[src/rtl/maze_cmd_seq.sv]
// maze_cmd_seq: command sequencer between the UART command wrapper and the
// PID line-follower datapath. Dispatches CAL/MOVE/STOP commands, counts line
// segment ends, bridges gaps between segments and reports one response byte
// per command.
module maze_cmd_seq #(
    parameter int unsigned LOST_CYC = 16,
    parameter int unsigned MAX_GAP  = 4096
) (
    input  logic        clk,
    input  logic        rst_n,
    input  logic [15:0] cmd,
    input  logic        cmd_rdy,
    output logic        clr_cmd_rdy,
    input  logic        line_present,
    input  logic        cal_done,
    output logic        strt_cal,
    output logic        in_cal,
    output logic        go,
    output logic        busy,
    output logic        send_resp,
    output logic [7:0]  resp
);

    typedef enum logic [1:0] {
        ST_IDLE,
        ST_CAL,
        ST_MOVE,
        ST_GAP
    } state_e;

    typedef enum logic [1:0] {
        OP_CAL  = 2'b00,
        OP_MOVE = 2'b01,
        OP_STOP = 2'b10,
        OP_ILL  = 2'b11
    } op_e;

    localparam logic [7:0]  RESP_DONE = 8'hA5;
    localparam logic [7:0]  RESP_STOP = 8'h5A;
    localparam logic [7:0]  RESP_ERR  = 8'hEE;
    localparam logic [15:0] LOST_LIM  = 16'(LOST_CYC);
    localparam logic [15:0] GAP_LIM   = 16'(MAX_GAP);

    state_e      state_q, state_d;
    logic [7:0]  seg_cnt_q, seg_cnt_d;
    logic [15:0] lost_cnt_q, lost_cnt_d;
    logic [15:0] gap_cnt_q, gap_cnt_d;
    logic        clr_q, clr_d;
    logic        strt_q, strt_d;
    logic        in_cal_q, in_cal_d;
    logic        go_q, go_d;
    logic        busy_q, busy_d;
    logic        send_q, send_d;
    logic [7:0]  resp_q, resp_d;

    op_e         op;
    logic        cmd_take;
    logic        stop_req;
    logic [15:0] lost_inc;
    logic [15:0] gap_inc;
    logic        seg_end;
    logic        cmd_unused;

    // Bits [13:8] of the command word carry no meaning for this block.
    assign cmd_unused = ^cmd[13:8];

    // Command decode and saturating counter increments.
    always_comb begin
        op       = op_e'(cmd[15:14]);
        // A raised clr_cmd_rdy means the pending word was already taken.
        cmd_take = cmd_rdy && !clr_q;
        stop_req = cmd_take && (op == OP_STOP);
        lost_inc = (lost_cnt_q == LOST_LIM) ? lost_cnt_q : lost_cnt_q + 16'd1;
        gap_inc  = (gap_cnt_q == GAP_LIM) ? gap_cnt_q : gap_cnt_q + 16'd1;
        // Fires only on the LOST_CYC-th consecutive low, never again while saturated.
        seg_end  = !line_present && (lost_cnt_q != LOST_LIM) && (lost_inc == LOST_LIM);
    end

    // Next-state and registered-output logic.
    always_comb begin
        state_d    = state_q;
        seg_cnt_d  = seg_cnt_q;
        lost_cnt_d = lost_cnt_q;
        gap_cnt_d  = gap_cnt_q;
        clr_d      = 1'b0;
        strt_d     = 1'b0;
        in_cal_d   = in_cal_q;
        go_d       = go_q;
        send_d     = 1'b0;
        resp_d     = resp_q;

        unique case (state_q)
            ST_IDLE: begin
                if (cmd_take) begin
                    clr_d = 1'b1;
                    unique case (op)
                        OP_CAL: begin
                            state_d  = ST_CAL;
                            strt_d   = 1'b1;
                            in_cal_d = 1'b1;
                        end
                        OP_MOVE: begin
                            if (cmd[7:0] == 8'd0) begin
                                send_d = 1'b1;
                                resp_d = RESP_DONE;
                            end else begin
                                state_d    = ST_MOVE;
                                seg_cnt_d  = cmd[7:0];
                                lost_cnt_d = '0;
                                go_d       = 1'b1;
                            end
                        end
                        OP_STOP: begin
                            send_d = 1'b1;
                            resp_d = RESP_STOP;
                        end
                        OP_ILL: begin
                            send_d = 1'b1;
                            resp_d = RESP_ERR;
                        end
                        default: ;
                    endcase
                end
            end

            ST_CAL: begin
                // strt_q is high exactly on the entry cycle; cal_done is ignored there.
                if (cal_done && !strt_q) begin
                    state_d  = ST_IDLE;
                    in_cal_d = 1'b0;
                    send_d   = 1'b1;
                    resp_d   = RESP_DONE;
                end
            end

            ST_MOVE: begin
                if (stop_req) begin
                    state_d = ST_IDLE;
                    clr_d   = 1'b1;
                    go_d    = 1'b0;
                    send_d  = 1'b1;
                    resp_d  = RESP_STOP;
                end else if (line_present) begin
                    lost_cnt_d = '0;
                end else begin
                    lost_cnt_d = lost_inc;
                    if (seg_end) begin
                        if (seg_cnt_q <= 8'd1) begin
                            seg_cnt_d = '0;
                            state_d   = ST_IDLE;
                            go_d      = 1'b0;
                            send_d    = 1'b1;
                            resp_d    = RESP_DONE;
                        end else begin
                            seg_cnt_d = seg_cnt_q - 8'd1;
                            state_d   = ST_GAP;
                            gap_cnt_d = '0;
                        end
                    end
                end
            end

            ST_GAP: begin
                if (stop_req) begin
                    state_d = ST_IDLE;
                    clr_d   = 1'b1;
                    go_d    = 1'b0;
                    send_d  = 1'b1;
                    resp_d  = RESP_STOP;
                end else if (line_present) begin
                    // Re-acquire is checked before the timeout so it wins a tie.
                    state_d    = ST_MOVE;
                    lost_cnt_d = '0;
                end else begin
                    gap_cnt_d = gap_inc;
                    if (gap_inc == GAP_LIM) begin
                        state_d = ST_IDLE;
                        go_d    = 1'b0;
                        send_d  = 1'b1;
                        resp_d  = RESP_ERR;
                    end
                end
            end

            default: begin
                state_d = ST_IDLE;
                go_d    = 1'b0;
            end
        endcase

        busy_d = (state_d != ST_IDLE);
    end

    // State, counter and output registers; reset clears everything at once.
    always_ff @(posedge clk or negedge rst_n) begin
        if (!rst_n) begin
            state_q    <= ST_IDLE;
            seg_cnt_q  <= '0;
            lost_cnt_q <= '0;
            gap_cnt_q  <= '0;
            clr_q      <= 1'b0;
            strt_q     <= 1'b0;
            in_cal_q   <= 1'b0;
            go_q       <= 1'b0;
            busy_q     <= 1'b0;
            send_q     <= 1'b0;
            resp_q     <= '0;
        end else begin
            state_q    <= state_d;
            seg_cnt_q  <= seg_cnt_d;
            lost_cnt_q <= lost_cnt_d;
            gap_cnt_q  <= gap_cnt_d;
            clr_q      <= clr_d;
            strt_q     <= strt_d;
            in_cal_q   <= in_cal_d;
            go_q       <= go_d;
            busy_q     <= busy_d;
            send_q     <= send_d;
            resp_q     <= resp_d;
        end
    end

    assign clr_cmd_rdy = clr_q;
    assign strt_cal    = strt_q;
    assign in_cal      = in_cal_q;
    assign go          = go_q;
    assign busy        = busy_q;
    assign send_resp   = send_q;
    assign resp        = resp_q;

endmodule

[config.mk]
export PLATFORM = sky130hd
export DESIGN_NAME = maze_cmd_seq
export DESIGN_NICKNAME = d
export VERILOG_FILES = /design/src/rtl/maze_cmd_seq.sv
export SDC_FILE = /design/constraint.sdc
export NUM_CORES = 1
export LEC_CHECK = 0
export ABC_CLOCK_PERIOD_IN_PS = 3600
export CORE_MARGIN = 2
export CORE_UTILIZATION = 58
export DETAILED_ROUTE_END_ITERATION = 12
export PLACE_DENSITY = 0.91
export SLEW_MARGIN = 20
export SYNTH_ARGS = -nofsm -noshare
export SYNTH_HDL_FRONTEND = slang
export SYNTH_SLANG_ARGS = --single-unit
[constraint.sdc]
create_clock -name clk -period 3.6 [get_ports clk]
set_input_delay 0.54 -clock clk [delete_from_list [all_inputs] [get_ports clk]]
set_output_delay 0.54 -clock clk [all_outputs]
set_load 0.03 [all_outputs]
Word-level counts from Yosys, hierarchy flattened. Index checks and enable logic that the tools add are counted.

Flip-flop bits (word level): 56. Bits in latches: 0. Memory bits (writable): 0. Memory bits (read-only): 0. Input port bits: 21. Output and inout bits: 14. Logic and storage cells: 151. Memories kept: 0.

Add/sub/neg operators: 3. Multiply operators: 0. Div/mod/pow operators: 0. Order comparisons: 1. Equality and inequality tests: 30. Shift operators: 0. Mux-type cells: 82. Bitwise operators: 0. Reductions and logical operators: 24.

Operators by type and width (number): $mux W16 (15); $mux W8 (17); $pmux W16 S3 (1); $add A16 B1 Y16 const B (2); $eq A16 B13 Y1 const B (2); $eq A16 B5 Y1 const B (2); $pmux W16 S2 (1); $pmux W8 S4 (1); $mux W1 (28); $pmux W8 S3 (1); $reduce_and A7 Y1 (3); $mux W2 (10); $ne A2 B2 Y1 const B (10); $ne A3 B3 Y1 const B (6); $reduce_and A9 Y1 (2); $ne A16 B5 Y1 const B (1); $pmux W8 S2 (1); $eq A2 B2 Y1 const B (4); $le A8 B1 Y1 const B (1); $logic_not A8 Y1 (1); $pmux W2 S4 (1); $reduce_bool A2 Y1 (4); $sub A8 B1 Y8 const B (1); $pmux W1 S2 (3); 12 further kinds (22).

Logic depth before layout (Yosys ltp).
Word-level depth: 9. Mapped depth: 10. Gate-level depth less buffers: 9.

Least setup slack after synthesis. No wires, ideal clock.

Kind: register to register. From: register lost_cnt_q[0]. To: register resp_q[0] (netlist: resp[0]). Arrival: 2465 ps. Path slack: 1014 ps. Cell stages (with the launch flop): 11. Path through: dfrtp_1 ha_1 buf_2 nand3_2 nor4_1 xor2_1 nor4_4 nand3_1 and3_1 buf_6 a32o_1.

Longest elaborated chain between the ends: 6.

Ends and longest elaborated chain: from (decl) (RTL line 46) `logic [15:0] lost_cnt_q, lost_cnt_d;`; from (signal assigned) (RTL line 211) `lost_cnt_q <= lost_cnt_d;`; $add A16 B1 Y16 or $eq A16 B5 Y1 (tied branches) (RTL line 73) `lost_inc = (lost_cnt_q == LOST_LIM) ? lost_cnt_q : lost_cnt_q + 16'd1;`; $mux W16 (RTL line 73); $eq A16 B5 Y1 (RTL line 76) `seg_end = !line_present && (lost_cnt_q != LOST_LIM) && (lost_inc == LOST_LIM);`; $logic_and A1 B1 Y1 (*) (RTL line 76); $ne A3 B3 Y1 (no source line) (*); $reduce_and A9 Y1 (no source line) (*); to (signal assigned) (RTL line 219) `resp_q <= resp_d;`; to (decl) (RTL line 54) `logic [7:0] resp_q, resp_d;`.

Mark *: on every way between the ends. The rest lies on a longest branch, timed or not. A chain may end at the register's enable or synchronous reset.

Final worst setup path.
From: register lost_cnt_q[1]. To: register seg_cnt_q[0].

Longest elaborated chain between the ends: 6.

Ends and longest elaborated chain: $add A16 B1 Y16 or $eq A16 B5 Y1 (tied branches) (RTL line 73); $mux W16 (RTL line 73); $eq A16 B5 Y1 (RTL line 76); $logic_and A1 B1 Y1 (*) (RTL line 76); $ne A2 B2 Y1 (no source line) (*); $reduce_and A7 Y1 (no source line) (*); to (signal assigned) (RTL line 210) `seg_cnt_q <= seg_cnt_d;`; to (decl) (RTL line 45) `logic [7:0] seg_cnt_q, seg_cnt_d;`.

Marks and branches as above.

==> impl_metrics.yaml <==
outcome:
  status: "completed"
cells_and_area:
  drive_above_1_share: 0.0658
  fin_nets: 482
  nFillCells: 504
  multiInputGateArea_um2: 2120
  regArea_um2: 1300
  syn2layout_area_growth_pct: 7.85
  num_antenna_cells: 0
  instances_no_fill: 533
synthesis:
  yosys-top-cells-area: "dfrtp_1 (35%), nor2_1 (4.9%), nand2_1 (4.5%), a31oi_1 (4.1%), o21ai_0 (4.1%)"
  yosys_register_bits: 52
  synth_top_family_by_area: "simple AND/OR/NAND/NOR gates"
  syn_area_per_cell_um2: 8.11
  ys_seq_area_frac: 0.354
  synth.area.mux_share: 0.00272
  synthTopCellsByCount: "dfrtp_1 (52), nor2_1 (48), nand2_1 (44), o21ai_0 (30), a31oi_1 (24)"
  yosys.area_share.adder: 0.0204
  synth.most_common_cell: "dfrtp_1"
  netlist_instances: 454
  synthSimpleGateAreaFrac: 0.302
  synth_edf_count: 0
  synth_cell_types: 71
  syn-cell-area_um2: 3680
  yosysTopAreaCell: "dfrtp_1"
  yosysWarnings: 0
  ys.flop_type: "dfrtp_1"
  synth_xor_area_frac: 0.0167
  synth_top_area_frac: 0.354
  async_reset_ff_frac: 1.00
  syn_nets: 481
  synth_compound_area_frac: 0.235
power:
  combPwrFrac: 0.468
  swShare: 0.464
  switchingPower_mw: 1.11
  p_per_area_nw_per_um2: 601
  ir_drop_v: 0.000489
  clkPwrFrac: 0.146
  p_int_mw: 1.28
  p_leak_nw: 1.55
  p_seq_frac: 0.386
die:
  initial_core_util: 0.590
  io_pins: 35
  core_um2: 6240
  die_h_um: 83.7
  die-area_um2: 7000
  fp.dieW_um: 83.7
  num_rows: 29
place:
  dp_slack_ns: 0.574
  placed_cells: 525
  io_buffers: 28
  hpwl_mm: 6.33
  gp_congestion: 0.897
clocking:
  clock_latency_ns: 0.32
  clock_path_buffers: 2
  clkTransAtPathRegs_ns: 0.11
  cts_resized: 0
  postCtsSetupBuffers: 0
  cts_tree: "yes"
  root_buffer: "clkbuf_8"
  cts_max_level: 2
  cts.sink_count: 52
  cts_buffers: 5
  hold_buffers: 0
sta:
  slew_violations: 0
  fin_hold_ws_ns: 0.179
  fin_tns_setup_ns: 0
  rsz0062_at_grt: "false"
  tightest_slew_ns: 0.670
  max-slew-margin-rel: 0.552
  clock_skew_ns: 0.0161
  timing.fmax_ghz: 0.325
  fin_crit_ns: 3.07
  setup_viol: 0
  worst_slack_ns: 0.527
  layout_worst_path_cycle_share: 0.854
  final_hold_viol_count: 0
critical_path:
  rr_startpoint: "lost_cnt_q[1]"
  cpPeakStageDelay_ns: 0.50
  r2r_cells: 8
  reg2reg_to: "seg_cnt_q[0]"
  crit_buf_inv: 0
  start_kind: "flop"
  end_kind: "flop"
  critPathTopFamily: "simple AND/OR/NAND/NOR gates"
  required_ns: 3.77
  crit_chain: "ha_1, nand3_2, nor4_1, xor2_1, nor4_4, a31oi_2, a221oi_1, a21oi_1"
  crit_slowest_cell: "dfrtp_1"
  path_class: "reg2reg"
  r2r_slack_ns: 0.53
  worstPathMaxFanout: 16
  cp_data_arrival_time_ns: 3.24
grt:
  grt_pass1_vias: 3398
  grt_usage: 0.268
  grt_overflow: 0
  antenna_found_initial: 0
  grt_pass1_wl_mm: 15.6
  grt_max_degree: 32
routing:
  ant_nets: 0
  wl_per_cell_um: 16.9
  viasPerCell: 6.73
  drt_wl_total_mm: 9.02
  drc: 0
  drtIter0Drc: 385
  vias: 3586
  dr.pass1.iters: 5
worst_hold_path:
  hp-class: "in2async"
run:
  cap_violations: 0
==> power groups by stage <==
stage	clock network, mW	registers [mW]	logic (mW)
after floorplan	0	0.923	0.792
after global placement	0	0.911	1.05
after detailed placement	0	0.926	1.10
after CTS	0.354	0.915	1.11
after global routing	0.379	0.953	1.23
final	0.348	0.921	1.12
==> worst register-to-register path, cell delays in order (launching register included) <==
cell and delay (ns):
dfrtp_1 0.50, ha_1 0.35, nand3_2 0.24, nor4_1 0.45
xor2_1 0.18, nor4_4 0.46, a31oi_2 0.37, a221oi_1 0.31
a21oi_1 0.07
==> worst max-delay path by stage <==
| stage | depth (start not counted) | from | to | slack (ns) |
|---|---|---|---|---|
| detailed placement | 8 | lost_cnt_q[1] | seg_cnt_q[0] | 0.57 |
| floorplan | 10 | lost_cnt_q[0] | resp[0] | 1.01 |
| finish | 8 | lost_cnt_q[1] | seg_cnt_q[0] | 0.53 |
| global placement | 8 | lost_cnt_q[0] | seg_cnt_q[0] | 0.72 |
| CTS | 8 | lost_cnt_q[1] | seg_cnt_q[0] | 0.53 |
| global route | 8 | lost_cnt_q[0] | seg_cnt_q[0] | 0.17 |
==> cell families after synthesis <==
family,Yosys count
buf+inv,55
mux,1
fa+ha+maj,6
compound gates,134
xor+xnor,7
simple gates,199
flops,52
==> sequential cells by signal, summed over array words and instances (netlist names) <==
register     count
strt_cal         1
go               1
busy             1
gap_cnt_q       16
lost_cnt_q      16
resp             4
send_resp        1
in_cal           1
clr_cmd_rdy      1
seg_cnt_q        8
state_q          2
==> layout by cell type (no fill, tap or decap), types with 3 or more instances in the layout <==
master / n
nor2_1: 48
and3_1: 6
and2_1: 4
o21ai_1: 14
nand2b_1: 5
dfrtp_1: 52
nor4_1: 10
o31ai_1: 8
ha_1: 6
o21ai_0: 30
a21oi_1: 23
xnor2_1: 5
nand3_1: 12
inv_1: 19
nand4_1: 4
nor3_1: 21
and4_1: 3
clkdlybuf4s50_1: 27
nor3b_1: 5
a31oi_1: 24
or3_1: 6
clkbuf_8: 5
nand2_1: 44
nor4b_1: 5
nor2b_1: 6
==> routing by layer <==
metal / global-route usage / routed length (um) / vias to the layer above
met5: 0 / 0 / -
met4: 0.103 / 213 / 0
met3: 0.0445 / 579 / 24
met2: 0.433 / 4440 / 164
met1: 0.361 / 3780 / 1745
li1: - / - / 1653
==> stage by stage <==
stage,util,cell area [um2],power (mW)
floorplan,-,3680,1.71
global placement,0.622,3880,1.96
detailed placement,0.622,3880,2.02
CTS,0.636,3970,2.37
global route,0.636,3970,2.56
finish,0.636,3970,2.39
==> cell type report <==
class	count	share of cell area
clock buffers	5	0.0173
flip-flops and latches	52	0.328
multi-input cells	347	0.534
inverters	19	0.0180
clock inverters	3	0.00536
repair buffers	30	0.0731
well taps	77	0.0243
Power figures use the tool's default switching activity.
